**config.mk**
```make
export PLATFORM = sky130hd
export DESIGN_NAME = fwd_ctrl
export DESIGN_NICKNAME = d
export VERILOG_FILES = /design/src/rtl/fwd_pkg.sv /design/src/rtl/fwd_match.sv /design/src/rtl/fwd_ctrl.sv
export SDC_FILE = /design/constraint.sdc
export NUM_CORES = 1
export LEC_CHECK = 0
export ABC_CLOCK_PERIOD_IN_PS = 1750
export CAP_MARGIN = 10
export CORE_ASPECT_RATIO = 1.1
export CORE_UTILIZATION = 42
export CTS_BUF_LIST = sky130_fd_sc_hd__clkbuf_8
export CTS_CLUSTER_DIAMETER = 100
export DETAILED_ROUTE_END_ITERATION = 12
export PLACE_DENSITY_LB_ADDON = 0.3
export SLEW_MARGIN = 20
export SYNTH_ARGS = -nofsm -noshare
export SYNTH_HDL_FRONTEND = slang
export SYNTH_HIERARCHICAL = 1
export SYNTH_SLANG_ARGS = --single-unit
```
**constraint.sdc**
```tcl
create_clock -name clk -period 1.75 [get_ports clk]
set_input_delay 0.175 -clock clk [delete_from_list [all_inputs] [get_ports clk]]
set_output_delay 0.175 -clock clk [all_outputs]
set_load 0.03 [all_outputs]
```
**src/rtl/fwd_pkg.sv**
```systemverilog
// rtl/fwd_pkg.sv - shared select codes and in-flight slot type for the forwarding controller
package fwd_pkg;

    localparam logic [1:0] SEL_RF    = 2'b00;
    localparam logic [1:0] SEL_EXMEM = 2'b01;
    localparam logic [1:0] SEL_MEMWB = 2'b10;
    localparam logic [1:0] SEL_IMM   = 2'b11;

    // Slot register field is sized for the widest supported register file;
    // narrower addresses are zero-extended on entry.
    localparam int WD_MAX = 8;

    typedef struct packed {
        logic              valid;
        logic              wr_en;
        logic [WD_MAX-1:0] wd;
        logic              is_load;
    } slot_t;

    localparam slot_t SLOT_EMPTY = '0;

endpackage

```
**src/rtl/fwd_match.sv**
```systemverilog
// rtl/fwd_match.sv - compares one ID source operand against one in-flight slot
module fwd_match
    import fwd_pkg::*;
#(
    parameter int REG_AW = 2
) (
    input  logic              id_valid,
    input  logic              uses,
    input  logic [REG_AW-1:0] src,
    input  slot_t             slot,
    output logic              hit
);

    assign hit = id_valid & uses & slot.valid & slot.wr_en & (slot.wd == WD_MAX'(src));

endmodule

```
**src/rtl/fwd_ctrl.sv**
```systemverilog
// rtl/fwd_ctrl.sv - forwarding select and load-use stall controller; optional FWD_STATS_EN counters
module fwd_ctrl
    import fwd_pkg::*;
#(
    parameter int REG_AW = 2
) (
    input  logic              clk,
    input  logic              reset_n,
    input  logic              id_valid,
    input  logic [REG_AW-1:0] id_ra,
    input  logic [REG_AW-1:0] id_rb,
    input  logic              id_uses_ra,
    input  logic              id_uses_rb,
    input  logic              id_imm_b,
    input  logic              id_wr_en,
    input  logic [REG_AW-1:0] id_wd,
    input  logic              id_is_load,
    input  logic              flush,
    output logic [1:0]        sel_a,
    output logic [1:0]        sel_b,
    output logic              stall
`ifdef FWD_STATS_EN
    ,
    output logic [15:0]       fwd_count,
    output logic [15:0]       stall_count
`endif
);

    slot_t      ex_slot;
    slot_t      mem_slot;
    slot_t      wb_slot;
    logic       hit_a_ex;
    logic       hit_b_ex;
    logic       hit_a_mem;
    logic       hit_b_mem;
    logic       uses_rb_reg;
    logic       bubble;
    logic [1:0] sel_a_nxt;
    logic [1:0] sel_b_nxt;

    // An immediate B operand never reads rb, so rb cannot hazard.
    assign uses_rb_reg = id_uses_rb & ~id_imm_b;

    fwd_match #(.REG_AW(REG_AW)) u_match_a_ex (
        .id_valid (id_valid),
        .uses     (id_uses_ra),
        .src      (id_ra),
        .slot     (ex_slot),
        .hit      (hit_a_ex)
    );

    fwd_match #(.REG_AW(REG_AW)) u_match_b_ex (
        .id_valid (id_valid),
        .uses     (uses_rb_reg),
        .src      (id_rb),
        .slot     (ex_slot),
        .hit      (hit_b_ex)
    );

    fwd_match #(.REG_AW(REG_AW)) u_match_a_mem (
        .id_valid (id_valid),
        .uses     (id_uses_ra),
        .src      (id_ra),
        .slot     (mem_slot),
        .hit      (hit_a_mem)
    );

    fwd_match #(.REG_AW(REG_AW)) u_match_b_mem (
        .id_valid (id_valid),
        .uses     (uses_rb_reg),
        .src      (id_rb),
        .slot     (mem_slot),
        .hit      (hit_b_mem)
    );

    assign stall  = ~flush & ex_slot.is_load & (hit_a_ex | hit_b_ex);
    assign bubble = stall | flush | ~id_valid;

    always_comb begin
        sel_a_nxt = SEL_RF;
        sel_b_nxt = SEL_RF;
        if (!bubble) begin
            if (hit_a_ex && !ex_slot.is_load) begin
                sel_a_nxt = SEL_EXMEM;
            end else if (hit_a_mem) begin
                sel_a_nxt = SEL_MEMWB;
            end
            if (id_imm_b) begin
                sel_b_nxt = SEL_IMM;
            end else if (hit_b_ex && !ex_slot.is_load) begin
                sel_b_nxt = SEL_EXMEM;
            end else if (hit_b_mem) begin
                sel_b_nxt = SEL_MEMWB;
            end
        end
    end

    always_ff @(posedge clk or negedge reset_n) begin
        if (!reset_n) begin
            ex_slot  <= SLOT_EMPTY;
            mem_slot <= SLOT_EMPTY;
            wb_slot  <= SLOT_EMPTY;
            sel_a    <= SEL_RF;
            sel_b    <= SEL_RF;
        end else begin
            wb_slot  <= mem_slot;
            mem_slot <= ex_slot;
            if (bubble) begin
                ex_slot <= SLOT_EMPTY;
            end else begin
                ex_slot.valid   <= 1'b1;
                ex_slot.wr_en   <= id_wr_en;
                ex_slot.wd      <= WD_MAX'(id_wd);
                ex_slot.is_load <= id_is_load;
            end
            sel_a <= sel_a_nxt;
            sel_b <= sel_b_nxt;
        end
    end

    // The WB producer is covered by the write-before-read register file;
    // its slot is tracked but never selects a forward.
    logic wb_slot_unused;
    assign wb_slot_unused = ^wb_slot;

`ifdef FWD_STATS_EN
    logic fwd_event;

    assign fwd_event = (sel_a_nxt == SEL_EXMEM) | (sel_a_nxt == SEL_MEMWB) |
                       (sel_b_nxt == SEL_EXMEM) | (sel_b_nxt == SEL_MEMWB);

    always_ff @(posedge clk or negedge reset_n) begin
        if (!reset_n) begin
            fwd_count   <= '0;
            stall_count <= '0;
        end else begin
            if (fwd_event && fwd_count != 16'hFFFF) begin
                fwd_count <= fwd_count + 16'd1;
            end
            if (stall && stall_count != 16'hFFFF) begin
                stall_count <= stall_count + 16'd1;
            end
        end
    end
`endif

endmodule

```
# Word level (Yosys, flattened, before mapping)
# Index checks and enable logic that the tools add are counted.
[word_totals] regBits=25 input_bits=15
[classes] n_eq_ne=4 muxes=8 bitwise=23 reduce_logical=3
[ops] cell="== test 8 x 2 -> 1 bit" count=4
[ops] cell="bitwise AND 1 bit" count=17
[ops] cell="2-to-1 mux 2 bit" count=7
[ops] cell="2-to-1 mux 11 bit" count=1
[ops] cell="NOT 1 bit" count=3
[ops] cell="bitwise OR 1 bit" count=3
[ops] cell="logical AND 1 bit" count=2
[ops] cell="logical NOT 1 bit" count=1

# Logic depth before layout (Yosys ltp)
# Gate-level depths: netlist (run 1).
[depth] word_depth=11 mapped_depth=7 depth_no_buf=6

# By module
# Netlist (run 1), hierarchy kept.
[by_module_without_submodules] module="fwd_ctrl" n_inst=1 cells_per_inst=31 area_per_inst_um2=473.0 seq_area_each_um2=350.3
[by_module_without_submodules] module="fwd_match" n_inst=4 cells_per_inst=6 area_per_inst_um2=47.5 seq_area_each_um2=0.0

# Least setup slack after synthesis (run 1)
# OpenSTA, ideal clock, no wires.
[synth_path] path_kind="flip-flop to flip-flop" startpoint="register ex_slot[9] (netlist bit)" endpoint="register ex_slot[0] (netlist bit)" setup_time_ps=120 t_arrival_ps=1684 t_required_ps=1630 setup_slack_ps=-54 path_stages_with_launch=7 period_less_slack_ps=1804 path_cell_list="dfrtp_1 > or4b_1 > nor4_1 > o21ai_1 > and3b_1 > buf_6 > and2_2"
[synth_via] elab_chain_cells=7 elab_cells_between_ends=9 classes_between="mux (1); bitwise (8)"
[synth_lines] item="start: declaration" line_no="fwd_ctrl.sv:29" source="slot_t ex_slot;"
[synth_lines] item="bitwise AND 1 bit (2 in series)" line_no="fwd_match.sv:14" source="assign hit = id_valid & uses & slot.valid & slot.wr_en & (slot.wd == WD_MAX'(src));"
[synth_lines] item="named net hit_a_ex" line_no="fwd_ctrl.sv:32" source="logic hit_a_ex;"
[synth_lines] item="bitwise OR 1 bit" line_no="fwd_ctrl.sv:76" source="assign stall = ~flush & ex_slot.is_load & (hit_a_ex | hit_b_ex);"
[synth_lines] item="bitwise AND 1 bit" line_no="fwd_ctrl.sv:76"
[synth_lines] item="bitwise OR 1 bit (2 in series)" line_no="fwd_ctrl.sv:77" source="assign bubble = stall | flush | ~id_valid;"
[synth_lines] item="2-to-1 mux 11 bit" line_no="fwd_ctrl.sv:108" source="if (bubble) begin"
# The timed path passes the listed nets, and every way through them passes these cells.

# Final worst setup path (run 1)
[layout_path] startpoint="register ex_slot[9] (netlist bit)" endpoint="output port stall"
[layout_via] elab_chain_cells=4 elab_cells_between_ends=6 classes_between="bitwise (6)"
[layout_lines] item="bitwise AND 1 bit (2 in series)" line_no="fwd_match.sv:14"
[layout_lines] item="named net hit_b_ex" line_no="fwd_ctrl.sv:33" source="logic hit_b_ex;"
[layout_lines] item="bitwise OR 1 bit" line_no="fwd_ctrl.sv:76"
[layout_lines] item="bitwise AND 1 bit" line_no="fwd_ctrl.sv:76"
[layout_lines] item="end: declaration" line_no="fwd_ctrl.sv:21" source="output logic stall"
# The timed path passes the listed nets, and every way through them passes these cells.

==> results of run 1 <==
==> layout make-up <==
class	count	area [um2]
tap	16	20.0
multi-input combinational	64	477
fill	87	268
timing repair buffer	27	248
sequential	13	325
clock buffer	3	41.3
clock inverter	1	5.00
==> metal layers <==
layer / up-vias / part of all wire (%) / GRT usage [%]
met5: - / 0 / 0
met4: 0 / 4.0 / 17.9
met3: 10 / 4.1 / 4.71
met2: 27 / 57 / 40.7
met1: 278 / 35 / 22.4
li1: 281 / - / -
==> registers in the layout (all words and copies together) (netlist names) <==
name and count:
sel_a 2, ex_slot 5, mem_slot 4, sel_b 2
==> final timing paths <==
path	endpoint	slack [ps]	cells after the start
worst max-delay path	stall	-240	5
worst min-delay path	sel_b[1]$_DFF_PN0_	310	1
worst max register to register	sel_a[0]$_DFF_PN0_	-200	6
worst min register to register	mem_slot[10]$_DFF_PN0_	420	0
max in group asynchronous	mem_slot[2]$_DFF_PN0_	1050	1
min in group clk	mem_slot[10]$_DFF_PN0_	420	0
==> per-stage QoR <==
stage	instance area, um2	cells	hold WS [ps]	utilization (%)
floorplan	731	77	-121	-
global placement	972	117	378	70.3
detailed placement	972	117	386	70.3
CTS	1070	121	314	77.2
global route	1120	124	365	80.7
finish	1120	124	308	80.7
==> worst max-delay path, stage by stage, from the launching register on <==
cell	delay [ps]
dfrtp_1	350
or4b_4	480
nor4_4	330
o21ai_2	90
nor2_1	130
buf_4	180
==> power by group through the flow <==
| stage | sequential (mW) | clock, mW | combinational [mW] |
|---|---|---|---|
| 2_1_floorplan | 0.325 | 0 | 0.0304 |
| 3_3_place_gp | 0.322 | 0 | 0.0895 |
| 3_5_place_dp | 0.323 | 0 | 0.0913 |
| 4_1_cts | 0.318 | 0.273 | 0.102 |
| 5_1_grt | 0.319 | 0.291 | 0.121 |
| 6_report | 0.319 | 0.271 | 0.113 |
==> cell usage in the layout (no fill, tap or decap) <==
| master | n |
|---|---|
| nor2_1 | 1 |
| and2b_2 | 1 |
| nor2b_1 | 2 |
| o21a_1 | 2 |
| buf_4 | 9 |
| nand3_1 | 3 |
| clkinv_2 | 1 |
| dfrtp_1 | 13 |
| and3_4 | 1 |
| conb_1 | 24 |
| clkbuf_8 | 3 |
| or4b_4 | 2 |
| and3b_2 | 2 |
| or2b_2 | 1 |
| xor2_1 | 8 |
| nor4b_4 | 1 |
| or4b_1 | 2 |
| nand3_2 | 1 |
| nor4b_1 | 2 |
| nor4b_2 | 1 |
| nor4_1 | 2 |
| clkdlybuf4s50_1 | 18 |
| nor4_4 | 2 |
| and3b_1 | 1 |
| and2_4 | 4 |
| o21ai_2 | 1 |
==> repair_timing <==
action / in CTS / in global routing
setup endpoints to repair: 10 / 9
gates cloned: 0 / 1
hold endpoints to repair: 0 / 0
gates resized for setup: 11 / 6
buffers inserted: 0 / 2
pin swaps: 5 / 9
==> flow_metrics.tcl, run 1 <==
set metrics [dict create \
    setup_ws_ps -236 \
    hold_buffers 0 \
    p_int_mw 0.529 \
    rsz0062_at_grt "yes" \
    avgViaCountPerCell 4.81 \
    worstHoldPathType "in -> async" \
    cp_max_fo 3 \
    p_clk_share_pct 38.6 \
    wl_per_cell_um 15.0 \
    initial_core_util_pct 46.1 \
    io_pins 20 \
    clock_skew_ps 2.13 \
    netSwitchingFraction_pct 24.6 \
    final.min_clock_period_ps 1990 \
    fmaxAchievable_mhz 503 \
    drtIter0Drc 15 \
    cts_tree "yes" \
    required_ps 1570 \
    relSlewSlack_pct 60.0 \
    vias 596 \
    finalPower_mw 0.702 \
    arrival_ps 1810 \
    hold_viol 0 \
    synth_cells 54 \
    area_growth_pct 74.9 \
    worstSetupEndpointType "output port" \
    tns_ps -1400 \
    power_switching_mw 0.173 \
    leakage_nw 0.520 \
    crit_start "ex_slot[9]$_DFF_PN0_" \
    violations "negative setup slack" \
    htreeDepth 1 \
    grt_pass1_vias 561 \
    grt_use_total_pct 23.4 \
    clock_latency_ps 240 \
    numCtsBuffers 3 \
    gp_congestion 0.791 \
    grt_pass1_wl_um 2480 \
    die_y_um 42.9 \
    dpl_worst_slack_ps -302 \
    antenna_cells 0 \
    cts_root_buf "clkbuf_8" \
    combPwrFrac_pct 16.1 \
    hpwl_um 1200 \
    clock_sinks 13 \
    grt_max_degree 14 \
    firstDrtPassIters 4 \
    p_per_area_mw_per_mm2 629 \
    finalCritPeriodShare_pct 113 \
    clk_pin_slew_ps 60 \
    synth_warnings 6 \
    num_rows 14 \
    synth_area_um2 638 \
    r2r_start "ex_slot[9]$_DFF_PN0_" \
    dieArea_mm2 0.00168 \
    drive_gt1_share_pct 27.8 \
    avgSynthCellArea_um2 11.8 \
    die_w_um 39.2 \
    drv_cap 0 \
    drv_slew 0 \
    drc 0 \
    vdd.ir_drop.worst_v 0.000570 \
    status "finished with violations" \
    pwr-share-seq_pct 45.3 \
    cp-start-kind "flop" \
    worstSetupPathType "reg -> out" \
    cts_max_path_buffers 2 \
    finalSetupViolCount 9 \
    portBuffers 19 \
    overflow 0 \
    fin_nets 124 \
    antenna_found_initial 0 \
    worst_pin_slew_ps 598 \
    antenna_left 0 \
    core_area_mm2 0.00138 \
    drt_wl_total_um 1860 \
]
(Power assumes the default switching activity.)
==> run 2: changes to the inputs <==
--- a/config.mk
+++ b/config.mk
@@ -5,10 +5,11 @@
 export SDC_FILE = /design/constraint.sdc
 export NUM_CORES = 1
 export LEC_CHECK = 0
+export ABC_AREA = 1
 export ABC_CLOCK_PERIOD_IN_PS = 1750
 export CAP_MARGIN = 10
 export CORE_ASPECT_RATIO = 1.1
-export CORE_UTILIZATION = 42
+export CORE_UTILIZATION = 46
 export CTS_BUF_LIST = sky130_fd_sc_hd__clkbuf_8
 export CTS_CLUSTER_DIAMETER = 100
 export DETAILED_ROUTE_END_ITERATION = 12
==> flow_metrics.tcl, run 2 <==
set metrics [dict create \
    synth_cells 133 \
    hpwl_um 1470 \
    vias 930 \
    core_area_mm2 0.00163 \
    worstSetupPathType "in -> out" \
    cp-start-kind "input pin" \
    vdd.ir_drop.worst_v 0.000492 \
    drv_cap 0 \
    drv_slew 0 \
    clock_skew_ps 0.331 \
    grt_max_degree 14 \
    grt_pass1_vias 883 \
    arrival_ps 1570 \
    setup_ws_ps 4.86 \
    pwr-share-seq_pct 45.4 \
    dpl_worst_slack_ps -121 \
    fin_hold_ws_ps 314 \
    clk_pin_slew_ps 50 \
    grt_pass1_wl_um 3450 \
    placed_cells 194 \
    hold_buffers 0 \
    fin_nets 205 \
    overflow 0 \
    drive_gt1_share_pct 16.9 \
    p_per_area_mw_per_mm2 551 \
    largest_register "ex_slot" \
    required_ps 1570 \
    final_common_cell "inv_1" \
    combPwrFrac_pct 18.2 \
    numCtsBuffers 3 \
    firstDrtPassIters 6 \
    status "complete, no violations" \
    finalSetupViolCount 0 \
    initial_core_util_pct 51.3 \
    die_w_um 42.7 \
    drt_wl_total_um 2290 \
    worstSetupEndpointType "output port" \
    relSlewSlack_pct 60.1 \
    largestRegisters "ex_slot: 5 flops, mem_slot: 4 flops" \
    io_pins 20 \
    p_int_mw 0.525 \
    htreeDepth 1 \
    die_y_um 46.7 \
    num_rows 15 \
    finalCritPeriodShare_pct 99.7 \
    dieArea_mm2 0.00199 \
    p_clk_share_pct 36.4 \
    cp_cell_sequence "clkdlybuf4s50_1 > inv_2 > a21oi_2 > nand3_2 > nor2_2 > inv_1 > nand2_1 > nand2_2 > inv_2 > buf_6" \
    cts_max_path_buffers 2 \
    wl_per_cell_um 11.1 \
    synth_warnings 6 \
    drc 0 \
    worstHoldPathType "in -> async" \
    post-route-util_pct 78.5 \
    leakage_nw 0.702 \
    cts_root_buf "clkbuf_8" \
    largest_reg_flops 5 \
    cp_max_fo 2 \
    area_growth_pct 53.1 \
    hold_viol 0 \
    antenna_cells 0 \
    avgViaCountPerCell 4.51 \
    crit_path_frequent_cell "inv_2" \
    fmaxAchievable_mhz 573 \
    drtIter0Drc 15 \
    power_switching_mw 0.181 \
    grt_use_total_pct 24.4 \
    clock_sinks 13 \
    avgSynthCellArea_um2 6.29 \
    worst_pin_slew_ps 596 \
    antenna_found_initial 0 \
    netSwitchingFraction_pct 25.6 \
    critical_path.max_stage_delay_ps 510 \
    critPathSlowestCell "clkdlybuf4s50_1" \
    portBuffers 19 \
    final.min_clock_period_ps 1750 \
    clock_latency_ps 240 \
    synth_area_um2 837 \
    final_cell_mix "47 x inv_1, 31 x nand2_1, 24 x conb_1" \
    cts_tree "yes" \
    final_cell_count_no_fill 206 \
    gp_congestion 0.760 \
    antenna_left 0 \
]
run 2: final cells by class:
class / instances / area [um2]
well taps: 17 / 21.3
multi-input cells: 94 / 437
clock inverters: 1 / 3.75
inverters: 49 / 184
flip-flops and latches: 13 / 325
fillers: 123 / 352
repair buffers: 29 / 269
clock buffers: 3 / 41.3
run 2: power by group through the flow:
| stage | Clock [mW] | Combinational, mW | Sequential (mW) |
|---|---|---|---|
| 2_1_floorplan | 0 | 0.0556 | 0.327 |
| 3_5_place_dp | 0 | 0.113 | 0.325 |
| 5_1_grt | 0.272 | 0.145 | 0.321 |
| 3_3_place_gp | 0 | 0.110 | 0.324 |
| 4_1_cts | 0.265 | 0.120 | 0.320 |
| 6_report | 0.257 | 0.128 | 0.320 |
run 2: timing repair:
action                                 in CTS  in global routing
resized for setup                           6                  8
cloned                                      0                  0
pin swaps                                   4                  5
setup endpoints to repair                   1                  2
setup buffers                               7                  1
endpoints found under the hold margin       0                  0
run 2: worst max-delay path, delay by kind of cell:
kind	cells	cell delay, ps
buffers and inverters	5	820
and+or+nand+nor	4	420
AOI/OAI and AO/OA	1	140
run 2: final timing paths:
path                                            from               endpoint  slack (ps)  depth (start not counted)
worst max register to register  ex_slot[1]$_DFF_PN0_     sel_b[1]$_DFF_PN0_         120                         10
min in group clk                            id_imm_b     sel_b[1]$_DFF_PN0_         380                          3
max in group asynchronous                    reset_n     sel_b[1]$_DFF_PN0_        1050                          1
worst min register to register  ex_slot[9]$_DFF_PN0_  mem_slot[9]$_DFF_PN0_         420                          0
worst min-delay path                         reset_n   ex_slot[2]$_DFF_PN0_         310                          1
worst max-delay path                        id_ra[0]                  stall           5                         10
run 2: through the flow:
stage	total power, mW	instance area, um2	setup TNS [ps]
after floorplan	0.382	923	0
final	0.706	1280	0
after CTS	0.705	1250	0
after detailed placement	0.439	1150	-227
after global placement	0.435	1150	-57.1
after global routing	0.738	1280	-45.3
run 2: metal layers:
metal | global-route usage (%) | wire length (um) | vias to the layer above
met5 | 0 | 0 | -
met4 | 11.9 | 63 | 0
met3 | 2.69 | 113 | 10
met2 | 50.3 | 1250 | 40
met1 | 24.6 | 862 | 421
li1 | - | - | 459
==> run 3: changes to the inputs <==
--- a/config.mk
+++ b/config.mk
@@ -6,12 +6,10 @@
 export NUM_CORES = 1
 export LEC_CHECK = 0
 export ABC_AREA = 1
-export ABC_CLOCK_PERIOD_IN_PS = 1750
+export ABC_CLOCK_PERIOD_IN_PS = 2100
 export CAP_MARGIN = 10
-export CORE_ASPECT_RATIO = 1.1
-export CORE_UTILIZATION = 46
+export CORE_UTILIZATION = 55
 export CTS_BUF_LIST = sky130_fd_sc_hd__clkbuf_8
-export CTS_CLUSTER_DIAMETER = 100
 export DETAILED_ROUTE_END_ITERATION = 12
 export PLACE_DENSITY_LB_ADDON = 0.3
 export SLEW_MARGIN = 20
==> constraint.sdc (replaced) <==
create_clock -name clk -period 2.1 [get_ports clk]
set_input_delay 0.21 -clock clk [delete_from_list [all_inputs] [get_ports clk]]
set_output_delay 0.21 -clock clk [all_outputs]
set_load 0.03 [all_outputs]
==> flow_metrics.tcl, run 3 (same netlist as run 2, synthesis figures left out) <==
set metrics [dict create \
    status "complete, no violations" \
    clk_pin_slew_ps 60 \
    fillers 85 \
    arrival_ps 1730 \
    hold_buffers 0 \
    die_y_um 41.0 \
    clock_latency_ps 240 \
    numCtsBuffers 3 \
    gp_congestion 0.792 \
    firstDrtPassIters 4 \
    drv_slew 0 \
    r2r_setup_slack_ps 710 \
    cts_max_path_buffers 2 \
    post_cts_buffers 0 \
    relSlewSlack_pct 61.9 \
    finalCritPeriodShare_pct 92.6 \
    drt_wl_total_um 2070 \
    cts_tree "yes" \
    post_cts_resized 0 \
    dpl_worst_slack_ps 223 \
    fin_hold_ws_ps 329 \
    grt_max_degree 14 \
    design_area_mm2 0.00117 \
    vdd.ir_drop.worst_v 0.000460 \
    area_growth_pct 40.4 \
    largest_register "ex_slot" \
    largestRegisters "ex_slot: 5 flops, mem_slot: 4 flops" \
    worst_pin_slew_ps 570 \
    drv_cap 0 \
    setup_ws_ps 156 \
    grt_pass1_wl_um 3200 \
    cts_root_buf "clkbuf_8" \
    hold_viol 0 \
    antenna_cells 0 \
    tns_ps 0 \
    grt_pass1_vias 801 \
    dieArea_mm2 0.00168 \
    rr_endpoint "ex_slot[0]$_DFF_PN0_" \
    drc 0 \
    placed_area_mm2 0.00113 \
    cp_max_fo 3 \
    htreeDepth 1 \
    io_pins 20 \
    antenna_found_initial 0 \
    drtIter0Drc 18 \
    portBuffers 19 \
    leakage_nw 0.634 \
    overflow 0 \
    worstSetupPathType "in -> out" \
    required_ps 1890 \
    finalSetupViolCount 0 \
    wl_per_cell_um 10.7 \
    fin_nets 195 \
    p_per_area_mw_per_mm2 500 \
    drive_gt1_share_pct 7.26 \
    r2r_start "ex_slot[1]$_DFF_PN0_" \
    largest_reg_flops 5 \
    avgViaCountPerCell 4.35 \
    antenna_left 0 \
    final.min_clock_period_ps 1940 \
    num_rows 13 \
    grt_use_total_pct 31.3 \
    clock_skew_ps 7.20 \
    vias 844 \
    clock_sinks 13 \
    worstHoldPathType "in -> async" \
    worstSetupEndpointType "output port" \
    cp-start-kind "input pin" \
    final_common_cell "inv_1" \
    die_w_um 41.0 \
    initial_core_util_pct 62.0 \
    fmaxAchievable_mhz 514 \
    rsz0062_at_grt "no" \
    final_cell_mix "49 x inv_1, 31 x nand2_1, 24 x conb_1" \
    reg2reg_depth 8 \
    hpwl_um 1460 \
    core_area_mm2 0.00135 \
]
## run 3: worst max path at each step
stage / startpoint / to / slack (ps) / cells after the start
after floorplan: ex_slot[1]$_DFF_PN0_ / stall / 750 / 7
after global placement: id_imm_b / stall / 260 / 11
after detailed placement: id_imm_b / stall / 220 / 11
after CTS: id_imm_b / stall / 190 / 11
after global routing: id_imm_b / stall / 50 / 11
final: id_imm_b / stall / 160 / 11
## run 3: layout make-up
cell class,instances,area [um2],share of cell area (%)
flip-flops and latches,13,325,27.7
clock buffers,3,41.3,3.51
inverters,49,184,15.7
well taps,15,18.8,1.60
clock inverters,1,3.75,0.319
multi-input cells,94,414,35.3
repair buffers,19,188,16.0
## run 3: report_power, final
group	switching [mW]	internal (mW)
Combinational	0.0540	0.0448
Clock	0.0920	0.129
Sequential	0.00773	0.259
## run 3: per-stage QoR
| stage | total power [mW] | utilization [%] | std cells |
|---|---|---|---|
| after floorplan | 0.319 | - | 156 |
| after global placement | 0.360 | 83.7 | 190 |
| after detailed placement | 0.364 | 83.7 | 190 |
| after CTS | 0.584 | 87.0 | 194 |
| after global routing | 0.613 | 87.0 | 194 |
| final | 0.587 | 87.0 | 194 |
## run 3: critical path, stage by stage
cell and delay (ps):
clkdlybuf4s50_1 450, nor2_1 160, nand2_1 90, a21oi_2 110
nand3_1 80, nor2_1 200, inv_1 70, nand2_1 80
nand2_2 70, inv_1 60, buf_4 150
## run 3: metal layers
| metal | GRT usage [%] | share of wire (%) |
|---|---|---|
| met1 | 33.1 | 40 |
| met2 | 60.2 | 55 |
| met3 | 6.52 | 4.3 |
| met4 | 10.0 | 0.48 |
| met5 | 0 | 0 |
